`config.mk`:
```
export PLATFORM = sky130hd
export DESIGN_NAME = im_loader
export DESIGN_NICKNAME = d
export VERILOG_FILES = /design/src/rtl/mips_defs_pkg.sv /design/src/rtl/im_loader_byte_packer.sv /design/src/rtl/im_loader.sv
export SDC_FILE = /design/constraint.sdc
export NUM_CORES = 1
export LEC_CHECK = 0
export CAP_MARGIN = 20
export CORE_MARGIN = 2
export CORE_UTILIZATION = 50
export DETAILED_ROUTE_END_ITERATION = 8
export GPL_TIMING_DRIVEN = 0
export MAX_ROUTING_LAYER = met4
export PLACE_DENSITY = 0.76
export SLEW_MARGIN = 0
export SYNTH_ARGS = -nofsm -noshare
export SYNTH_HDL_FRONTEND = slang
export SYNTH_SLANG_ARGS = --single-unit
```
`constraint.sdc`:
```
create_clock -name clk -period 4.78 [get_ports clk]
set_input_delay 0.956 -clock clk [delete_from_list [all_inputs] [get_ports clk]]
set_output_delay 0.956 -clock clk [all_outputs]
set_load 0.01 [all_outputs]
```
`src/rtl/mips_defs_pkg.sv`:
```
// Shared MIPS bring-up definitions: text base, memory depth and loader state encoding.
package mips_defs;

  localparam logic [31:0] PC_BASE  = 32'h0000_3000;
  localparam int unsigned IM_DEPTH = 1024;

  localparam int unsigned WORD_W = 32;
  localparam int unsigned BYTE_W = 8;
  localparam int unsigned WC_W   = 10;  // word_count request width
  localparam int unsigned WW_W   = 11;  // words_written width, holds 0..IM_DEPTH

  // Exported so debug/trace logic can decode the loader state.
  typedef enum logic [1:0] {
    IDLE  = 2'd0,
    LOAD  = 2'd1,
    WRITE = 2'd2,
    DONE  = 2'd3
  } loader_state_t;

endpackage

```
`src/rtl/im_loader_byte_packer.sv`:
```
// Big-endian byte packer: holds the three leading bytes of a word and merges the
// fourth on the fly, so the completed word is available in the cycle it arrives.
module byte_packer
  import mips_defs::*;
(
  input  logic              clk,
  input  logic              reset,
  input  logic              push,
  input  logic              clear,
  input  logic [BYTE_W-1:0] byte_in,
  output logic [WORD_W-1:0] word,
  output logic              full
);

  logic [WORD_W-BYTE_W-1:0] hold_q;
  logic [1:0]               cnt_q;

  // Shift accepted bytes in; the 2-bit count wraps back to 0 on the fourth byte.
  always_ff @(posedge clk or posedge reset) begin
    if (reset) begin
      hold_q <= '0;
      cnt_q  <= '0;
    end else if (clear) begin
      hold_q <= '0;
      cnt_q  <= '0;
    end else if (push) begin
      hold_q <= {hold_q[WORD_W-2*BYTE_W-1:0], byte_in};
      cnt_q  <= cnt_q + 2'd1;
    end
  end

  // Three bytes held: the next push completes the word.
  assign full = (cnt_q == 2'd3);
  assign word = {hold_q, byte_in};

endmodule

```
`src/rtl/im_loader.sv`:
```
// Program loader: packs a byte stream into 32-bit words and writes them to
// instruction memory at consecutive word addresses from PC_BASE.
module im_loader
  import mips_defs::*;
(
  input  logic              clk,
  input  logic              reset,
  input  logic              start,
  input  logic [WC_W-1:0]   word_count,
  input  logic              abort,
  input  logic              in_valid,
  input  logic [BYTE_W-1:0] in_data,
  output logic              in_ready,
  output logic              im_we,
  output logic [WORD_W-1:0] im_addr,
  output logic [WORD_W-1:0] im_wdata,
  output logic              busy,
  output logic              done,
  output logic [WW_W-1:0]   words_written
);

  loader_state_t     state_q, state_d;
  logic [WW_W-1:0]   count_q;
  logic              load_start;
  logic              push;
  logic              word_done;
  logic              last_word;
  logic [WORD_W-1:0] pk_word;
  logic              pk_full;

  byte_packer u_packer (
    .clk     (clk),
    .reset   (reset),
    .push    (push),
    .clear   (load_start | abort),
    .byte_in (in_data),
    .word    (pk_word),
    .full    (pk_full)
  );

  // Next-state and per-cycle control strobes.
  always_comb begin
    state_d    = state_q;
    load_start = 1'b0;
    word_done  = 1'b0;
    push       = in_ready & in_valid & ~abort;
    last_word  = (WW_W'(words_written + WW_W'(1)) == count_q);
    unique case (state_q)
      IDLE: begin
        if (start && !abort) begin
          state_d    = LOAD;
          load_start = 1'b1;
        end
      end
      LOAD: begin
        if (abort) begin
          state_d = IDLE;
        end else if (push && pk_full) begin
          state_d   = WRITE;
          word_done = 1'b1;
        end
      end
      WRITE: begin
        if (abort)          state_d = IDLE;
        else if (last_word) state_d = DONE;
        else                state_d = LOAD;
      end
      DONE: begin
        if (abort) begin
          state_d = IDLE;
        end else if (start) begin
          state_d    = LOAD;
          load_start = 1'b1;
        end
      end
      default: state_d = IDLE;
    endcase
  end

  // State register.
  always_ff @(posedge clk or posedge reset) begin
    if (reset) state_q <= IDLE;
    else       state_q <= state_d;
  end

  // Status outputs registered from the next state so they line up with it.
  always_ff @(posedge clk or posedge reset) begin
    if (reset) begin
      in_ready <= 1'b0;
      im_we    <= 1'b0;
      busy     <= 1'b0;
      done     <= 1'b0;
    end else begin
      in_ready <= (state_d == LOAD);
      im_we    <= (state_d == WRITE);
      busy     <= (state_d == LOAD) || (state_d == WRITE);
      done     <= (state_d == DONE);
    end
  end

  // Word count latch, address counter, write data and written-word counter.
  always_ff @(posedge clk or posedge reset) begin
    if (reset) begin
      count_q       <= '0;
      im_addr       <= PC_BASE;
      im_wdata      <= '0;
      words_written <= '0;
    end else begin
      if (load_start) begin
        count_q       <= (word_count == '0) ? WW_W'(IM_DEPTH) : WW_W'(word_count);
        im_addr       <= PC_BASE;
        words_written <= '0;
      end
      if (word_done) begin
        im_wdata <= pk_word;
      end
      // The write completes on this edge even when abort is high.
      if (state_q == WRITE) begin
        words_written <= words_written + WW_W'(1);
        if (!abort && !last_word) begin
          im_addr <= im_addr + 32'd4;
        end
      end
    end
  end

endmodule

```
==> results of run 1 <==
==> final cells by class <==
type                       count  area (sq um)  share of cell area
clock inverter                12           131              0.0178
buffer                        28           143              0.0193
inverter                      12          50.0             0.00677
clock buffer                  19           432              0.0584
tap                          140           175              0.0237
sequential                   118          2960               0.400
multi-input combinational    357          2470               0.335
timing repair buffer         101          1030               0.139
==> stage by stage <==
stage,setup TNS [ns],cells,power [mW],hold WS [ns]
global placement,-102.16,755,1.58,0.472
global route,0,787,2.91,0.502
CTS,0,787,2.81,0.495
floorplan,0,515,1.45,0.466
finish,0,787,2.79,0.488
detailed placement,0,756,1.60,0.483
==> sequential cells by signal, summed over array words and instances, names as in the netlist <==
signal	cells
busy	1
done	1
im_we	1
count_q	11
im_wdata	32
state_q	2
u_packer.cnt_q	2
im_addr	32
in_ready	1
u_packer.hold_q	24
words_written	11
==> layout by cell type (no fill, tap or decap), types with 11 or more instances in the layout <==
cell / count
a221o_1: 16
a22o_1: 29
and3_1: 23
clkbuf_1: 14
clkbuf_16: 16
clkdlybuf4s50_1: 100
dfrtp_1: 116
ha_1: 11
inv_1: 11
mux2_2: 35
nand2_1: 63
nand3_1: 23
nor2_1: 38
o21ai_0: 20
xnor2_1: 16
==> path summary, 6_finish.rpt <==
| kind | from | endpoint | cells after the start | slack [ns] |
|---|---|---|---|---|
| min in group asynchronous | reset | im_addr[5]$_DFF_PP0_ | 2 | 0.80 |
| worst max-delay path | start | u_packer.hold_q[10]$_DFFE_PP0P_ | 7 | 1.80 |
| worst max register to register | words_written[0]$_DFFE_PP0P_ | im_addr[25]$_DFF_PP0_ | 9 | 1.91 |
| worst min register to register | im_addr[0]$_DFFE_PP0P_ | im_addr[0]$_DFFE_PP0P_ | 1 | 0.49 |
| max in group asynchronous | reset | im_addr[1]$_DFFE_PP0P_ | 3 | 3.29 |
| worst min-delay path | im_addr[0]$_DFFE_PP0P_ | im_addr[0]$_DFFE_PP0P_ | 1 | 0.49 |
==> cell families (layout without fill, tap and decap cells) <==
family	Yosys count	count (layout)	share of synthesized area
mux	39	39	0.0773
buf+inv	40	172	0.0334
xor+xnor	21	21	0.0327
simple gates	199	199	0.179
fa+ha+maj	11	11	0.0245
compound gates	87	87	0.127
flops	118	118	0.526
==> power by group through the flow <==
| stage | Clock (mW) | Combinational [mW] | Sequential (mW) |
|---|---|---|---|
| after global placement | 0 | 0.408 | 1.17 |
| after CTS | 1.22 | 0.432 | 1.16 |
| after floorplan | 0 | 0.293 | 1.16 |
| final | 1.20 | 0.428 | 1.16 |
| after detailed placement | 0 | 0.426 | 1.17 |
| after global routing | 1.26 | 0.478 | 1.17 |
==> critical path, cell delays in order <==
cell and delay (ns):
clkdlybuf4s50_1 0.46, nand2b_1 0.15, nor3_1 0.07, clkbuf_1 0.27
nor3b_1 0.86, clkbuf_1 0.44, a22o_1 0.23
==> per-layer routing <==
metal / global-route usage / vias up / wire length, microns
li1: - / 2092 / -
met1: 0.304 / 2199 / 5760
met2: 0.375 / 158 / 6570
met3: 0.0476 / 16 / 706
met4: 0.0886 / 0 / 126
met5: - / - / 0
==> impl_metrics.json, run 1 <==
{
  "dieArea_sq_um": 12100,
  "grt_start_max_net_pins": 81,
  "switching_share": 0.273,
  "gr-total-overflow": 0,
  "grt_pass1_wl_mm": 21.2,
  "io_pins": 102,
  "clock_sinks": 118,
  "synthCells": 515,
  "insertion_delay_ns": 0.52,
  "period_needed_ns": 2.98,
  "cts_buffers": 17,
  "post_cts_resized": 0,
  "p_per_area_nw_per_um2": 377,
  "yosysSeqAreaShare": 0.526,
  "cts_max_path_buffers": 2,
  "setup_viol": 0,
  "clk_pin_slew_ns": 0.06,
  "drive_gt1_frac": 0.142,
  "tightest_slew_ns": 0.975,
  "netlist_top_cells_area": "dfrtp_1 (52%), mux2_2 (7.0%), a22o_1 (4.5%), nand2_1 (4.2%), a221o_1 (2.9%)",
  "arrival_ns": 3.44,
  "synth_top_cells_by_count": "dfrtp_1 (116), nand2_1 (63), nor2_1 (38), mux2_2 (35), a22o_1 (29)",
  "grt_pass1_vias": 4295,
  "worst_slack_ns": 1.80,
  "track_usage": 0.237,
  "min_path_type": "reg2reg",
  "critPathLaunchType": "input port",
  "post-route-drc-count": 0,
  "fill_cells": 824,
  "antenna_cells": 0,
  "period_share": 0.623,
  "area_delta_synth_final_pct": 31.5,
  "yosysTopAreaCell": "dfrtp_1",
  "yosysWarnings": 0,
  "synthesis.nets": 549,
  "pwr-share-clk": 0.430,
  "grt_antenna_before_repair": 0,
  "wire_per_inst_microns": 16.7,
  "rows": 38,
  "synthMostInstantiatedCell": "dfrtp_1",
  "async_reset_ff_frac": 1.00,
  "worstPathRequired_ns": 5.24,
  "combPwrFrac": 0.154,
  "hpwl_mm": 9.38,
  "critical_path_class": "in2reg",
  "post-cts-setup-buffers": 0,
  "critPathCaptureType": "flip-flop",
  "hold_buffers": 0,
  "drt-initial-drc-count": 215,
  "synth_top_flop_cell": "dfrtp_1",
  "fp.dieW_microns": 110,
  "final_area_sq_um": 7390,
  "synth_top_area_frac": 0.517,
  "drtAntennaViolNets": 0,
  "cts_tree": "done",
  "switchingPower_mw": 0.760,
  "core_area_sq_um": 10900,
  "initial_core_util": 0.516,
  "rsz0062_at_grt": "false",
  "clockRootBuffer": "clkbuf_8",
  "p_leak_nw": 3.41,
  "p_seq_frac": 0.416,
  "ys_types": 53,
  "synth_edf_count": 0,
  "syn_avg_cell_area_sq_um": 10.9,
  "cap_viol_max_count": 0,
  "postPlaceCellArea_sq_um": 6830,
  "syn-cell-area_sq_um": 5620,
  "nets": 669,
  "skew_ns": 0.00707,
  "htreeDepth": 4,
  "p_int_mw": 2.03,
  "vias": 4465,
  "irDropWorstVdd_mv": 0.265,
  "timing.slew.headroom": 0.349,
  "path_max_fanout": 10,
  "pre_cts_slack_ns": 1.29,
  "gp_congestion": 0.908,
  "status": "finished, final reports clean",
  "synth_seq_cells": 118,
  "die_h_microns": 110,
  "drt_wl_total_mm": 13.2,
  "hold_viol": 0,
  "port_buffers": 100,
  "first_pass_iters": 5,
  "fin_util": 0.679,
  "fmax_mhz": 336,
  "slew_viol_final": 0,
  "detail_route.vias_per_cell": 5.67
}
No activity file was read; power rests on OpenSTA's default activity.
==> run 2: changes to the inputs <==
Clock period 4.78 ns to 3 ns, I/O delays scaled along.
==> impl_metrics.json, run 2 (synthesis gave the netlist of run 1 again) <==
{
  "fp.dieW_microns": 110,
  "cts_max_path_buffers": 2,
  "clk_pin_slew_ns": 0.06,
  "slew_viol_final": 0,
  "critPathLaunchType": "flip-flop",
  "critPathCaptureType": "flip-flop",
  "r2r_start": "words_written[0]$_DFFE_PP0P_",
  "timing.rr.end": "im_addr[23]$_DFF_PP0_",
  "status": "finished, final reports clean",
  "p_seq_frac": 0.407,
  "dieArea_sq_um": 12100,
  "crit_family": "compound AO/OA/AOI/OAI gates",
  "p_per_area_nw_per_um2": 609,
  "tightest_slew_ns": 0.939,
  "r2r_cells": 9,
  "port_buffers": 100,
  "fmax_mhz": 360,
  "critPathMaxStageDelay_ns": 0.52,
  "postPlaceCellArea_sq_um": 6860,
  "path_max_fanout": 10,
  "antenna_cells": 0,
  "path_cells": "ha_1, nand4_1, o221a_1, a311oi_2, a211oi_2, a211oi_4, nor2_4, buf_6, a221o_1",
  "io_pins": 102,
  "track_usage": 0.245,
  "area_delta_synth_final_pct": 32.8,
  "wire_per_inst_microns": 16.7,
  "switchingPower_mw": 1.22,
  "final_cell_mix": "dfrtp_1 (115), clkdlybuf4s50_1 (100), nand2_1 (63)",
  "hold_buffers": 0,
  "worstPathRequired_ns": 3.41,
  "pwr-share-clk": 0.441,
  "r2r_slack_ns": 0.22,
  "grt_pass1_wl_mm": 21.8,
  "detail_route.vias_per_cell": 5.61,
  "final_area_sq_um": 7460,
  "hpwl_mm": 9.48,
  "path_buf_inv": 1,
  "initial_core_util": 0.516,
  "die_h_microns": 110,
  "drive_gt1_frac": 0.149,
  "switching_share": 0.268,
  "drtAntennaViolNets": 0,
  "placed_cells": 758,
  "report.power.total_mw": 4.54,
  "setup_viol": 0,
  "gp_congestion": 0.863,
  "skew_ns": 0.00887,
  "gr-total-overflow": 0,
  "period_needed_ns": 2.78,
  "nets": 672,
  "p_int_mw": 3.32,
  "arrival_ns": 3.19,
  "post-route-drc-count": 0,
  "core_area_sq_um": 10900,
  "min_path_type": "in2async",
  "critical_path.startpoint": "words_written[0]$_DFFE_PP0P_",
  "grt_pass1_vias": 4434,
  "cap_viol_max_count": 0,
  "p_leak_nw": 3.45,
  "irDropWorstVdd_mv": 0.411,
  "timing.slew.headroom": 0.369,
  "rows": 38,
  "critical_path_class": "reg2reg",
  "htreeDepth": 4,
  "cpMaxStageDelayCell": "a211oi_4",
  "clockRootBuffer": "clkbuf_8",
  "rsz0062_at_grt": "false",
  "largestRegisters": "im_addr (32), im_wdata (32), u_packer.hold_q (24)",
  "period_share": 0.926,
  "drt_wl_total_mm": 13.2,
  "holdWs_ns": 0.448,
  "cts_buffers": 17,
  "grt_antenna_before_repair": 0,
  "clock_sinks": 118,
  "final_cells": 791,
  "cts_tree": "done",
  "combPwrFrac": 0.152,
  "insertion_delay_ns": 0.53,
  "grt_start_max_net_pins": 37,
  "first_pass_iters": 4,
  "drt-initial-drc-count": 229,
  "layout_commonest_cell": "dfrtp_1",
  "hold_viol": 0,
  "vias": 4434
}
==> run 2: area by class of cell <==
type / count / area, sq um
timing repair buffer: 104 / 1070
multi-input combinational: 357 / 2480
buffer: 28 / 143
tap: 140 / 175
clock buffer: 20 / 435
sequential: 118 / 2960
inverter: 12 / 48.8
clock inverter: 12 / 153
fill: 851 / 3430
==> run 2: worst reg2reg max path, stage by stage (launching register included) <==
cell	delay, ns
dfrtp_2	0.42
ha_1	0.25
nand4_1	0.16
o221a_1	0.29
a311oi_2	0.20
a211oi_2	0.15
a211oi_4	0.52
nor2_4	0.14
buf_6	0.19
a221o_1	0.34
==> run 2: how the worst max path moves through the flow <==
| stage | slack, ns | cells after the start | end |
|---|---|---|---|
| final | 0.22 | 9 | im_addr[23]$_DFF_PP0_ |
| after global routing | 0.06 | 9 | im_addr[5]$_DFF_PP0_ |
| after CTS | 0.15 | 10 | im_addr[12]$_DFF_PP1_ |
| after detailed placement | -0.15 | 7 | u_packer.cnt_q[1]$_DFFE_PP0P_ |
| after global placement | -0.12 | 2 | im_addr[30]$_DFF_PP0_ |
| after floorplan | 0.48 | 9 | im_addr[23]$_DFF_PP0_ |
==> run 2: routing by layer <==
layer	vias up	global-route usage	part of all wire
li1	2103	-	-
met1	2185	0.289	0.43
met2	128	0.401	0.50
met3	18	0.0711	0.060
met4	0	0.0850	0.014
met5	-	-	0
==> run 2: stage by stage <==
step	util	TNS, ns	setup slack (ns)
2_1_floorplan	-	0	0.477
3_3_place_gp	0.624	-14.74	-0.116
3_5_place_dp	0.630	-2.77	-0.151
4_1_cts	0.684	0	0.147
5_1_grt	0.685	0	0.0586
6_report	0.685	0	0.223
==> run 2: what timing repair did <==
action / CTS / global route
resized for setup: 0 / 2
setup endpoints to repair: 0 / 23
endpoints found under the hold margin: 0 / 0
setup buffers: 0 / 1
==> run 2: power groups by stage <==
| stage | logic, mW | registers (mW) | clock network (mW) |
|---|---|---|---|
| after floorplan | 0.467 | 1.85 | 0 |
| after global placement | 0.653 | 1.87 | 0 |
| after detailed placement | 0.685 | 1.87 | 0 |
| after CTS | 0.695 | 1.85 | 2.03 |
| after global routing | 0.770 | 1.86 | 2.10 |
| final | 0.692 | 1.85 | 2.00 |
